### src/rtl/display_panel_capture_pkg.sv
// Shared types and helpers for the panel-side RGB shift-chain capture block.
// Pixel layout: {b,g,r} per segment, segment 0 in the LSBs, bit plane k at bit k of a channel.
package display_panel_capture_pkg;

  localparam int NUM_CH = 3;

  typedef enum logic {
    DRAIN_IDLE,
    DRAIN_SEND
  } drain_state_e;

  // Width helper that never collapses to zero bits for degenerate sizes.
  function automatic int clog2_min1(input int n);
    return (n > 1) ? $clog2(n) : 1;
  endfunction

  // Bit position of plane k of channel ch (0=r, 1=g, 2=b) of segment seg inside a pixel word.
  function automatic int pix_bit(input int seg, input int ch, input int k, input int bw);
    return (seg * NUM_CH + ch) * bw + k;
  endfunction

endpackage

### src/rtl/display_panel_capture_if.sv
// Panel shift-chain inputs plus the pixel valid/ready output stream of the capture block.
// slave = capture block side, master = panel driver / pixel sink side.
interface display_panel_capture_if #(
  parameter int segments = 1,
  parameter int bitwidth = 8,
  parameter int columns  = 8,
  parameter int row_bits = 4
);
  import display_panel_capture_pkg::*;

  localparam int COL_W = clog2_min1(columns);

  logic                               panel_clk;
  logic [NUM_CH*segments-1:0]         panel_rgb;
  logic                               panel_latch;
  logic [row_bits-1:0]                panel_addr;
  logic                               out_valid;
  logic                               out_ready;
  logic [NUM_CH*bitwidth*segments-1:0] out_pixel;
  logic [COL_W-1:0]                   out_column;
  logic [row_bits-1:0]                out_row;

  modport slave (
    input  panel_clk, panel_rgb, panel_latch, panel_addr, out_ready,
    output out_valid, out_pixel, out_column, out_row
  );

  modport master (
    output panel_clk, panel_rgb, panel_latch, panel_addr, out_ready,
    input  out_valid, out_pixel, out_column, out_row
  );

endinterface

### src/rtl/display_capture_shift.sv
// One segment's {b,g,r} shift chains, columns deep. chain_o already includes this cycle's
// shift so a latch arriving with a shift edge copies the freshly shifted bit.
module display_capture_shift
  import display_panel_capture_pkg::*;
#(
  parameter int columns = 8
) (
  input  logic                           clk,
  input  logic                           shift_en_i,
  input  logic [NUM_CH-1:0]              rgb_i,
  output logic [NUM_CH-1:0][columns-1:0] chain_o
);

  logic [NUM_CH-1:0][columns-1:0] chain_q, chain_d;

  // New bits enter at the top so the first bit after a latch ends up in column 0.
  always_comb begin
    chain_d = chain_q;
    if (shift_en_i) begin
      for (int ch = 0; ch < NUM_CH; ch++) begin
        chain_d[ch]            = chain_q[ch] >> 1;
        chain_d[ch][columns-1] = rgb_i[ch];
      end
    end
  end

  always_ff @(posedge clk) begin
    chain_q <= chain_d;
  end

  assign chain_o = chain_d;

endmodule

### src/rtl/display_panel_capture.sv
// Panel-side receiver: rebuilds bit planes from the RGB shift chain, assembles rows and drains
// them as one pixel beat per column. Optional DISPLAY_PANEL_CAPTURE_LENGTH_CHECK_EN flags short chains.
module display_panel_capture
  import display_panel_capture_pkg::*;
#(
  parameter int segments = 1,
  parameter int bitwidth = 8,
  parameter int columns  = 8,
  parameter int row_bits = 4
) (
  input  logic                   clk,
  input  logic                   rst,
  display_panel_capture_if.slave bus,
  output logic                   overflow,
  output logic                   sync_err
);

  localparam int PIX_W = NUM_CH * bitwidth * segments;
  localparam int COL_W = clog2_min1(columns);
  localparam int PL_W  = clog2_min1(bitwidth);

  logic pclk_q, latch_q;
  logic shift_en, latch_rise;

  always_ff @(posedge clk) begin
    if (!rst) begin
      pclk_q  <= 1'b0;
      latch_q <= 1'b0;
    end else begin
      pclk_q  <= bus.panel_clk;
      latch_q <= bus.panel_latch;
    end
  end

  assign shift_en   = bus.panel_clk && !pclk_q;
  assign latch_rise = bus.panel_latch && !latch_q;

  logic [segments-1:0][NUM_CH-1:0][columns-1:0] chain;

  for (genvar s = 0; s < segments; s++) begin : g_seg
    display_capture_shift #(
      .columns(columns)
    ) u_shift (
      .clk       (clk),
      .shift_en_i(shift_en),
      .rgb_i     (bus.panel_rgb[s*NUM_CH +: NUM_CH]),
      .chain_o   (chain[s])
    );
  end

  logic [PL_W-1:0]     plane_q, plane_d, plane_eff;
  logic [row_bits-1:0] row_q, row_d, row_eff;
  logic                addr_mismatch, last_plane, row_done;

  // An address change mid-row restarts assembly: this latch becomes plane 0 of the new row.
  always_comb begin
    addr_mismatch = latch_rise && (plane_q != '0) && (bus.panel_addr != row_q);
    plane_eff     = addr_mismatch ? '0 : plane_q;
    row_eff       = (plane_eff == '0) ? bus.panel_addr : row_q;
    last_plane    = (plane_eff == PL_W'(bitwidth - 1));
    row_done      = latch_rise && last_plane;
    plane_d       = plane_q;
    row_d         = row_q;
    if (latch_rise) begin
      plane_d = last_plane ? '0 : plane_eff + 1'b1;
      row_d   = row_eff;
    end
  end

  always_ff @(posedge clk) begin
    if (!rst) begin
      plane_q <= '0;
      row_q   <= '0;
    end else begin
      plane_q <= plane_d;
      row_q   <= row_d;
    end
  end

  logic [columns-1:0][PIX_W-1:0] asm_q, asm_d;

  always_comb begin
    asm_d = asm_q;
    if (latch_rise) begin
      for (int c = 0; c < columns; c++)
        for (int s = 0; s < segments; s++)
          for (int ch = 0; ch < NUM_CH; ch++)
            for (int k = 0; k < bitwidth; k++)
              if (plane_eff == PL_W'(k))
                asm_d[c][pix_bit(s, ch, k, bitwidth)] = chain[s][ch][c];
    end
  end

  always_ff @(posedge clk) begin
    asm_q <= asm_d;
  end

  logic len_err;

`ifdef DISPLAY_PANEL_CAPTURE_LENGTH_CHECK_EN
  localparam int CNT_W = $clog2(columns + 1);

  logic [CNT_W-1:0] cnt_q, cnt_d, cnt_eff;

  // Count includes a shift arriving in the latch cycle; saturates at a full chain.
  always_comb begin
    cnt_eff = (shift_en && (cnt_q != CNT_W'(columns))) ? cnt_q + 1'b1 : cnt_q;
    cnt_d   = latch_rise ? '0 : cnt_eff;
    len_err = latch_rise && (cnt_eff != CNT_W'(columns));
  end

  always_ff @(posedge clk) begin
    if (!rst) cnt_q <= '0;
    else      cnt_q <= cnt_d;
  end
`else
  assign len_err = 1'b0;
`endif

  drain_state_e        state_q, state_d;
  logic [COL_W-1:0]    col_q, col_d;
  logic [row_bits-1:0] orow_q, orow_d;
  logic [columns-1:0][PIX_W-1:0] obuf_q;
  logic                load, ovf_set;

  always_comb begin
    state_d = state_q;
    col_d   = col_q;
    orow_d  = orow_q;
    load    = 1'b0;
    ovf_set = 1'b0;
    case (state_q)
      DRAIN_IDLE: begin
        if (row_done) begin
          state_d = DRAIN_SEND;
          col_d   = '0;
          orow_d  = row_eff;
          load    = 1'b1;
        end
      end
      DRAIN_SEND: begin
        ovf_set = row_done;
        if (bus.out_ready) begin
          if (col_q == COL_W'(columns - 1)) begin
            state_d = DRAIN_IDLE;
            col_d   = '0;
          end else begin
            col_d = col_q + 1'b1;
          end
        end
      end
      default: state_d = DRAIN_IDLE;
    endcase
  end

  always_ff @(posedge clk) begin
    if (!rst) begin
      state_q <= DRAIN_IDLE;
      col_q   <= '0;
      orow_q  <= '0;
    end else begin
      state_q <= state_d;
      col_q   <= col_d;
      orow_q  <= orow_d;
    end
  end

  always_ff @(posedge clk) begin
    if (load) obuf_q <= asm_d;
  end

  logic overflow_q, sync_err_q;

  always_ff @(posedge clk) begin
    if (!rst) begin
      overflow_q <= 1'b0;
      sync_err_q <= 1'b0;
    end else begin
      overflow_q <= overflow_q | ovf_set;
      sync_err_q <= sync_err_q | addr_mismatch | len_err;
    end
  end

  assign bus.out_valid  = (state_q == DRAIN_SEND);
  assign bus.out_pixel  = bus.out_valid ? obuf_q[col_q] : '0;
  assign bus.out_column = col_q;
  assign bus.out_row    = orow_q;
  assign overflow       = overflow_q;
  assign sync_err       = sync_err_q;

endmodule

### src/flat_wrapper.sv
// flat-port wrapper written by rule: the top's interface ports become plain ports
module display_panel_capture_flat import display_panel_capture_pkg::*;
#(
  parameter int segments = 1,
  parameter int bitwidth = 8,
  parameter int columns  = 8,
  parameter int row_bits = 4
)
  (clk, rst, overflow, sync_err, bus_panel_clk, bus_panel_rgb, bus_panel_latch, bus_panel_addr, bus_out_ready, bus_out_valid, bus_out_pixel, bus_out_column, bus_out_row);
  display_panel_capture_if #(.segments(segments), .bitwidth(bitwidth), .columns(columns), .row_bits(row_bits)) bus_i ();
  input  logic clk;
  input  logic rst;
  output logic overflow;
  output logic sync_err;
  input wire logic [$bits(bus_i.panel_clk)-1:0] bus_panel_clk;
  input wire logic [$bits(bus_i.panel_rgb)-1:0] bus_panel_rgb;
  input wire logic [$bits(bus_i.panel_latch)-1:0] bus_panel_latch;
  input wire logic [$bits(bus_i.panel_addr)-1:0] bus_panel_addr;
  input wire logic [$bits(bus_i.out_ready)-1:0] bus_out_ready;
  output wire logic [$bits(bus_i.out_valid)-1:0] bus_out_valid;
  output wire logic [$bits(bus_i.out_pixel)-1:0] bus_out_pixel;
  output wire logic [$bits(bus_i.out_column)-1:0] bus_out_column;
  output wire logic [$bits(bus_i.out_row)-1:0] bus_out_row;
  assign bus_i.panel_clk = bus_panel_clk;
  assign bus_i.panel_rgb = bus_panel_rgb;
  assign bus_i.panel_latch = bus_panel_latch;
  assign bus_i.panel_addr = bus_panel_addr;
  assign bus_i.out_ready = bus_out_ready;
  assign bus_out_valid = bus_i.out_valid;
  assign bus_out_pixel = bus_i.out_pixel;
  assign bus_out_column = bus_i.out_column;
  assign bus_out_row = bus_i.out_row;
  display_panel_capture #(.segments(segments), .bitwidth(bitwidth), .columns(columns), .row_bits(row_bits)) u_core (.clk(clk), .rst(rst), .bus(bus_i), .overflow(overflow), .sync_err(sync_err));
endmodule
### config.mk
export PLATFORM = sky130hd
export DESIGN_NAME = display_panel_capture_flat
export DESIGN_NICKNAME = d
export VERILOG_FILES = /design/src/rtl/display_panel_capture_pkg.sv /design/src/rtl/display_panel_capture_if.sv /design/src/rtl/display_capture_shift.sv /design/src/rtl/display_panel_capture.sv /design/src/flat_wrapper.sv
export SDC_FILE = /design/constraint.sdc
export NUM_CORES = 1
export LEC_CHECK = 0
export ABC_CLOCK_PERIOD_IN_PS = 11000
export CAP_MARGIN = 40
export CORE_MARGIN = 2
export CORE_UTILIZATION = 40
export CTS_BUF_LIST = sky130_fd_sc_hd__clkbuf_4 sky130_fd_sc_hd__clkbuf_8 sky130_fd_sc_hd__clkbuf_16
export CTS_CLUSTER_SIZE = 40
export DETAILED_ROUTE_END_ITERATION = 6
export REMOVE_ABC_BUFFERS = 1
export SLEW_MARGIN = 0
export SYNTH_ARGS = -nofsm -noshare
export SYNTH_HDL_FRONTEND = slang
export SYNTH_HIERARCHICAL = 1
export SYNTH_SLANG_ARGS = --single-unit
### constraint.sdc
create_clock -name clk -period 11 [get_ports clk]
set_input_delay 2.2 -clock clk [delete_from_list [all_inputs] [get_ports clk]]
set_output_delay 2.2 -clock clk [all_outputs]
set_load 0.02 [all_outputs]
==> impl_metrics.env, run 1 <==
export IMPL_p_switching_uw=856
export IMPL_intPower_mw=2.96
export IMPL_multi_input_area_sq_um=4720
export IMPL_dpl_cell_count=1414
export IMPL_fin_util_pct=46.6
export IMPL_yosys_area_top_type_share_pct=37.1
export IMPL_synthTopCellsByArea="edfxtp_1, dfxtp_1, mux2_2"
export IMPL_holdCritStartpoint="u_core/asm_q[174]$_DFF_P_"
export IMPL_yosys_register_bits=427
export IMPL_yosysUniqueCellTypes=42
export IMPL_cts_repair_resized=0
export IMPL_clock_latency_ps=530
export IMPL_cts_buffers=43
export IMPL_postSynth_asyncResetShare_pct=0
export IMPL_slew_headroom_pct=42.6
export IMPL_htree_levels=2
export IMPL_p_clk_share_pct=37.7
export IMPL_grt_max_degree=80
export IMPL_hold_buffers=0
export IMPL_hold_path_depth=1
export IMPL_setup_viol=0
export IMPL_synth_edf_count=192
export IMPL_cts_sinks=427
export IMPL_dr_pass1_iters=4
export IMPL_fmax_mhz=170
export IMPL_gr_usage_all_layers_pct=14.7
export IMPL_p_seq_share_pct=51.1
export IMPL_synthFlopType="dfxtp_1"
export IMPL_reg2reg_to="u_core/obuf_q[49]$_DFFE_PP_"
export IMPL_syn_avg_cell_area_sq_um=17.7
export IMPL_nets=961
export IMPL_final_area_sq_um=17900
export IMPL_place_hpwl_um=16700
export IMPL_pre_cts_ws_ps=4600
export IMPL_rows=72
export IMPL_coreArea_sq_um=38500
export IMPL_final_seq_area_sq_um=10500
export IMPL_num_vias=7320
export IMPL_fillers=3312
export IMPL_swShare_pct=22.4
export IMPL_path_max_fanout=79
export IMPL_antenna_found_initial=0
export IMPL_finalHoldViolCount=0
export IMPL_drive_above_1_share_pct=37.3
export IMPL_ys_warn_count=6
export IMPL_fp_dieW_um=201
export IMPL_hp_class="reg -> reg"
export IMPL_n_antenna_cell=0
export IMPL_p_per_area_nw_per_um2=213
export IMPL_pwr_share_comb_pct=11.2
export IMPL_hold_end="u_core/asm_q[174]$_DFF_P_"
export IMPL_totalWireLength_um=29600
export IMPL_place_congestion=0.738
export IMPL_worst_setup_path_start_kind="input port"
export IMPL_portBuffers=45
export IMPL_arrival_ps=6020
export IMPL_area_growth_pct=15.4
export IMPL_fin_worst_skew_ps=17.0
export IMPL_setup_tns_ps=0
export IMPL_yosysMostFrequentCell="dfxtp_1"
export IMPL_post_route_drc_count=0
export IMPL_path_class="in -> reg"
export IMPL_rsz0062_at_grt="false"
export IMPL_drtIter0Drc=416
export IMPL_routed_via_density=4.90
export IMPL_layout_setup_ws_ps=5130
export IMPL_tightest_slew_ps=859
export IMPL_ant_nets=0
export IMPL_dpl_cell_area_sq_um=16500
export IMPL_critPathCaptureType="register"
export IMPL_pin_count=46
export IMPL_maxSlewViolCount=0
export IMPL_yosysTopAreaCell="edfxtp_1"
export IMPL_start_util_pct=40.4
export IMPL_p_leak_nw=6.36
export IMPL_cts_path_max_buffers=3
export IMPL_syn_area_sq_um=15500
export IMPL_cts_setup_buffers=0
export IMPL_globalRouteOverflowTotal=0
export IMPL_final_period_utilization_pct=53.3
export IMPL_ir_worst_vdd_mv=0.117
export IMPL_fin_crit_ps=5870
export IMPL_worstRegToRegCells=10
export IMPL_root_buffer="clkbuf_16"
export IMPL_r2r_start="u_core/row_q[1]$_SDFFE_PN0P_"
export IMPL_final_cells=1494
export IMPL_syn_inst=878
export IMPL_status="complete, no violations"
export IMPL_ys_seq_area_share_pct=67.4
export IMPL_critPathRequiredTime_ps=11150
export IMPL_synth_common_cells="dfxtp_1, edfxtp_1, mux2_2"
export IMPL_grt_pass1_wl_um=45600
export IMPL_wire_per_inst_um=19.8
export IMPL_dieHeight_um=201
export IMPL_r2r_slack_ps=6950
export IMPL_die_area_sq_um=40400
export IMPL_cap_violations=0
export IMPL_grt_pass1_vias=7650
export IMPL_cts_tree="done"
export IMPL_clk_pin_slew_ps=60
[kinds of logic (layout without fill, tap and decap cells)]
family | after synthesis | after routing | share of synthesized area, %
flops | 427 | 427 | 67.4
mux | 293 | 293 | 25.4
buf+inv | 46 | 144 | 2.20
simple gates | 74 | 74 | 2.80
fa+ha+maj | 8 | 8 | 0.645
compound gates | 26 | 26 | 1.33
xor+xnor | 4 | 4 | 0.226
[power groups by stage]
stage	combinational (mW)	clock, mW	sequential, mW
6_report	0.427	1.44	1.95
5_1_grt	0.464	1.54	1.97
4_1_cts	0.435	1.48	1.95
3_5_place_dp	0.435	0	1.98
3_3_place_gp	0.418	0	1.98
2_1_floorplan	0.295	0	1.97
[per-stage QoR]
stage          hold WS, ps  power [mW]
3_3_place_gp           442        2.40
6_report               459        3.82
3_5_place_dp           450        2.42
5_1_grt                479        3.98
4_1_cts                463        3.86
2_1_floorplan          429        2.26
[how the worst max path moves through the flow]
stage | startpoint | endpoint | depth (start not counted)
floorplan | bus_panel_latch | u_core/bus.out_row[0]$_SDFFE_PN0P_ | 9
global placement | bus_panel_addr[1] | u_core/obuf_q[52]$_DFFE_PP_ | 10
detailed placement | bus_panel_addr[2] | u_core/obuf_q[129]$_DFFE_PP_ | 11
CTS | bus_panel_addr[2] | u_core/obuf_q[25]$_DFFE_PP_ | 11
global route | bus_panel_addr[2] | u_core/obuf_q[49]$_DFFE_PP_ | 11
finish | bus_panel_addr[2] | u_core/obuf_q[49]$_DFFE_PP_ | 11
[placed cells by master (no fill, tap or decap), types with 3 or more instances in the layout]
cell type / netlist / final
dfxtp_1: 235 / 232
clkbuf_16: 0 / 44
mux2_4: 36 / 36
o21ai_0: 4 / 4
nor2b_1: 30 / 29
mux4_2: 48 / 48
mux2_2: 179 / 179
edfxtp_1: 192 / 192
clkinv_1: 1 / 8
clkdlybuf4s50_1: 0 / 45
nand2_1: 22 / 22
buf_4: 0 / 13
clkinv_2: 0 / 10
nor3_4: 3 / 3
o32ai_1: 4 / 4
and2_1: 4 / 4
mux2i_1: 29 / 29
a21oi_1: 3 / 3
bufinv_16: 0 / 4
clkbuf_4: 0 / 10
nor2_1: 6 / 6
o2111ai_1: 4 / 4
xnor2_1: 4 / 4
ha_1: 8 / 8
[critical path: stages]
cell and delay (ps):
clkdlybuf4s50_1 470, xnor2_1 230, nand4_2 290, o311ai_0 290
and2_1 250, ha_1 180, ha_1 160, nand3b_1 260
inv_8 490, buf_16 390, buf_4 640
[state kept, by name, summed over array words and instances (netlist names), 3 cells and up]
name and flops:
u_core/obuf_q 192, u_core/plane_q 3, u_core/row_q 4, u_core/bus.out_column 3, u_core/asm_q 192, u_core/g_seg.u_shift/chain_q 24
u_core/bus.out_row 4
[metal layers]
| layer | track usage, % | part of all wire (%) | up-vias |
|---|---|---|---|
| met1 | 19.5 | 45 | 3756 |
| met2 | 24.9 | 49 | 96 |
| met4 | 4.10 | 2.0 | 0 |
| li1 | - | - | 3426 |
| met3 | 2.66 | 3.3 | 42 |
| met5 | 0 | 0 | - |
[cell type report]
class / count / share of cell area [%]
clock inverters: 25 / 1.30
repair buffers: 61 / 3.48
well taps: 518 / 3.62
clock buffers: 55 / 6.64
inverters: 3 / 0.105
flip-flops and latches: 427 / 58.5
multi-input cells: 405 / 26.4
Note: power is estimated with default switching activity, not from simulation.
==> inputs of run 2 (changes only) <==
--- a/config.mk
+++ b/config.mk
@@ -5,7 +5,7 @@
 export SDC_FILE = /design/constraint.sdc
 export NUM_CORES = 1
 export LEC_CHECK = 0
-export ABC_CLOCK_PERIOD_IN_PS = 11000
+export ABC_CLOCK_PERIOD_IN_PS = 4700
 export CAP_MARGIN = 40
 export CORE_MARGIN = 2
 export CORE_UTILIZATION = 40
==> constraint.sdc (replaced) <==
create_clock -name clk -period 4.7 [get_ports clk]
set_input_delay 0.94 -clock clk [delete_from_list [all_inputs] [get_ports clk]]
set_output_delay 0.94 -clock clk [all_outputs]
set_load 0.02 [all_outputs]
==> impl_metrics.env, run 2 (synthesized netlist as in run 1, its figures left out) <==
export IMPL_num_vias=7408
export IMPL_layout_commonest_cell="dfxtp_1"
export IMPL_htree_levels=2
export IMPL_slew_headroom_pct=47.1
export IMPL_globalRouteOverflowTotal=0
export IMPL_fin_util_pct=47.0
export IMPL_status="complete, no violations"
export IMPL_start_util_pct=40.4
export IMPL_grt_max_degree=72
export IMPL_setup_viol=0
export IMPL_final_cell_mix="dfxtp_1, edfxtp_1, mux2_2"
export IMPL_place_hpwl_um=17300
export IMPL_p_per_area_nw_per_um2=502
export IMPL_hp_class="reg -> reg"
export IMPL_hold_end="u_core/asm_q[174]$_DFF_P_"
export IMPL_worstRegToRegCells=9
export IMPL_ant_nets=0
export IMPL_die_area_sq_um=40400
export IMPL_p_switching_mw=2.01
export IMPL_grt_pass1_vias=7819
export IMPL_final_period_utilization_pct=84.8
export IMPL_fin_worst_skew_ps=16.8
export IMPL_rows=72
export IMPL_p_total_mw=9.09
export IMPL_dieHeight_um=201
export IMPL_cts_repair_resized=0
export IMPL_cts_buffers=43
export IMPL_place_congestion=0.750
export IMPL_wire_per_inst_um=19.7
export IMPL_reg2reg_to="u_core/obuf_q[37]$_DFFE_PP_"
export IMPL_routed_via_density=4.94
export IMPL_swShare_pct=22.1
export IMPL_setup_tns_ps=0
export IMPL_hold_buffers=0
export IMPL_timing_hold_ws_ps=460
export IMPL_top_regs="u_core/asm_q x192, u_core/obuf_q x192, u_core/g_seg.u_shift/chain_q x24"
export IMPL_r2r_slack_ps=1420
export IMPL_r2r_start="u_core/row_q[2]$_SDFFE_PN0P_"
export IMPL_path_class="reg -> out"
export IMPL_portBuffers=45
export IMPL_critPathRequiredTime_ps=3760
export IMPL_clk_pin_slew_ps=60
export IMPL_intPower_mw=7.08
export IMPL_cts_tree="done"
export IMPL_pre_cts_ws_ps=311
export IMPL_p_leak_nw=6.45
export IMPL_cap_violations=0
export IMPL_pwr_share_comb_pct=11.1
export IMPL_antenna_found_initial=0
export IMPL_cts_setup_buffers=0
export IMPL_arrival_ps=3050
export IMPL_critPathCaptureType="output port"
export IMPL_holdCritStartpoint="u_core/asm_q[174]$_DFF_P_"
export IMPL_n_antenna_cell=0
export IMPL_totalWireLength_um=29600
export IMPL_layout_setup_ws_ps=714
export IMPL_cts_path_max_buffers=3
export IMPL_p_clk_share_pct=38.6
export IMPL_worst_setup_path_start_kind="register"
export IMPL_fmax_mhz=251
export IMPL_drive_above_1_share_pct=38.5
export IMPL_path_max_fanout=18
export IMPL_p_seq_share_pct=50.2
export IMPL_root_buffer="clkbuf_16"
export IMPL_dr_pass1_iters=6
export IMPL_post_route_drc_count=0
export IMPL_gr_usage_all_layers_pct=14.8
export IMPL_drtIter0Drc=230
export IMPL_fin_crit_ps=3990
export IMPL_maxSlewViolCount=0
export IMPL_pin_count=46
export IMPL_rsz0062_at_grt="false"
export IMPL_area_growth_pct=16.6
export IMPL_finalHoldViolCount=0
export IMPL_cts_sinks=427
export IMPL_ir_worst_vdd_mv=0.254
export IMPL_fp_dieW_um=201
export IMPL_tightest_slew_ps=783
export IMPL_coreArea_sq_um=38500
export IMPL_hold_path_depth=1
export IMPL_nets=968
export IMPL_grt_pass1_wl_um=45900
export IMPL_clock_latency_ps=530
run 2: cell count changes in the layout (fill, tap and decap cells not counted), sizes merged:
| cell | before | now |
|---|---|---|
| buf | 16 | 23 |
| clkbuf | 55 | 67 |
| inv | 4 | 5 |
| clkinvlp | 1 | 0 |
| clkinv | 19 | 7 |
run 2: worst max-delay path: stages, from the launching register on:
cell	delay [ps]
dfxtp_4	630
buf_4	410
mux4_2	550
mux2i_1	270
nor2b_1	100
clkdlybuf4s50_1	550
run 2: worst max-delay path by stage:
stage | startpoint | end | slack, ps
after floorplan | bus_panel_latch | u_core/bus.out_row[0]$_SDFFE_PN0P_ | -3320
after global placement | bus_panel_addr[1] | u_core/obuf_q[85]$_DFFE_PP_ | 450
after detailed placement | bus_panel_addr[1] | u_core/bus.out_row[0]$_SDFFE_PN0P_ | 310
after CTS | u_core/bus.out_column[0]$_SDFFE_PN0P_ | bus_out_pixel[22] | 610
after global routing | bus_panel_addr[1] | u_core/bus.out_row[0]$_SDFFE_PN0P_ | 490
final | u_core/bus.out_column[0]$_SDFFE_PN0P_ | bus_out_pixel[22] | 710
run 2: power groups by stage:
stage          Sequential (mW)  Clock, mW  Combinational (mW)
6_report                  4.56       3.51                1.01
5_1_grt                   4.61       3.76                1.09
4_1_cts                   4.57       3.59                1.02
3_5_place_dp              4.65          0                1.02
3_3_place_gp              4.63          0               0.998
2_1_floorplan             4.61          0               0.690
run 2: stage by stage:
step                instance area [sq um]  std cells
floorplan                           15200        835
global placement                    16600       1419
detailed placement                  16600       1421
CTS                                 18100       1501
global route                        18100       1501
finish                              18100       1501
run 2: per-layer routing:
layer / track usage, % / part of all wire [%] / up-vias
met1: 19.7 / 47 / 3838
met3: 2.27 / 2.6 / 41
met4: 3.73 / 2.0 / 0
met2: 25.3 / 48 / 86
li1: - / - / 3443
met5: 0 / 0 / -
run 2: final cells by class:
cell class / instances / area (sq um)
Fill cell: 3301 / 20400
Sequential cell: 427 / 10500
Multi-Input combinational cell: 405 / 4720
Clock buffer: 67 / 1320
Timing Repair Buffer: 68 / 731
Tap cell: 518 / 648
Clock inverter: 13 / 183
Inverter: 3 / 18.8
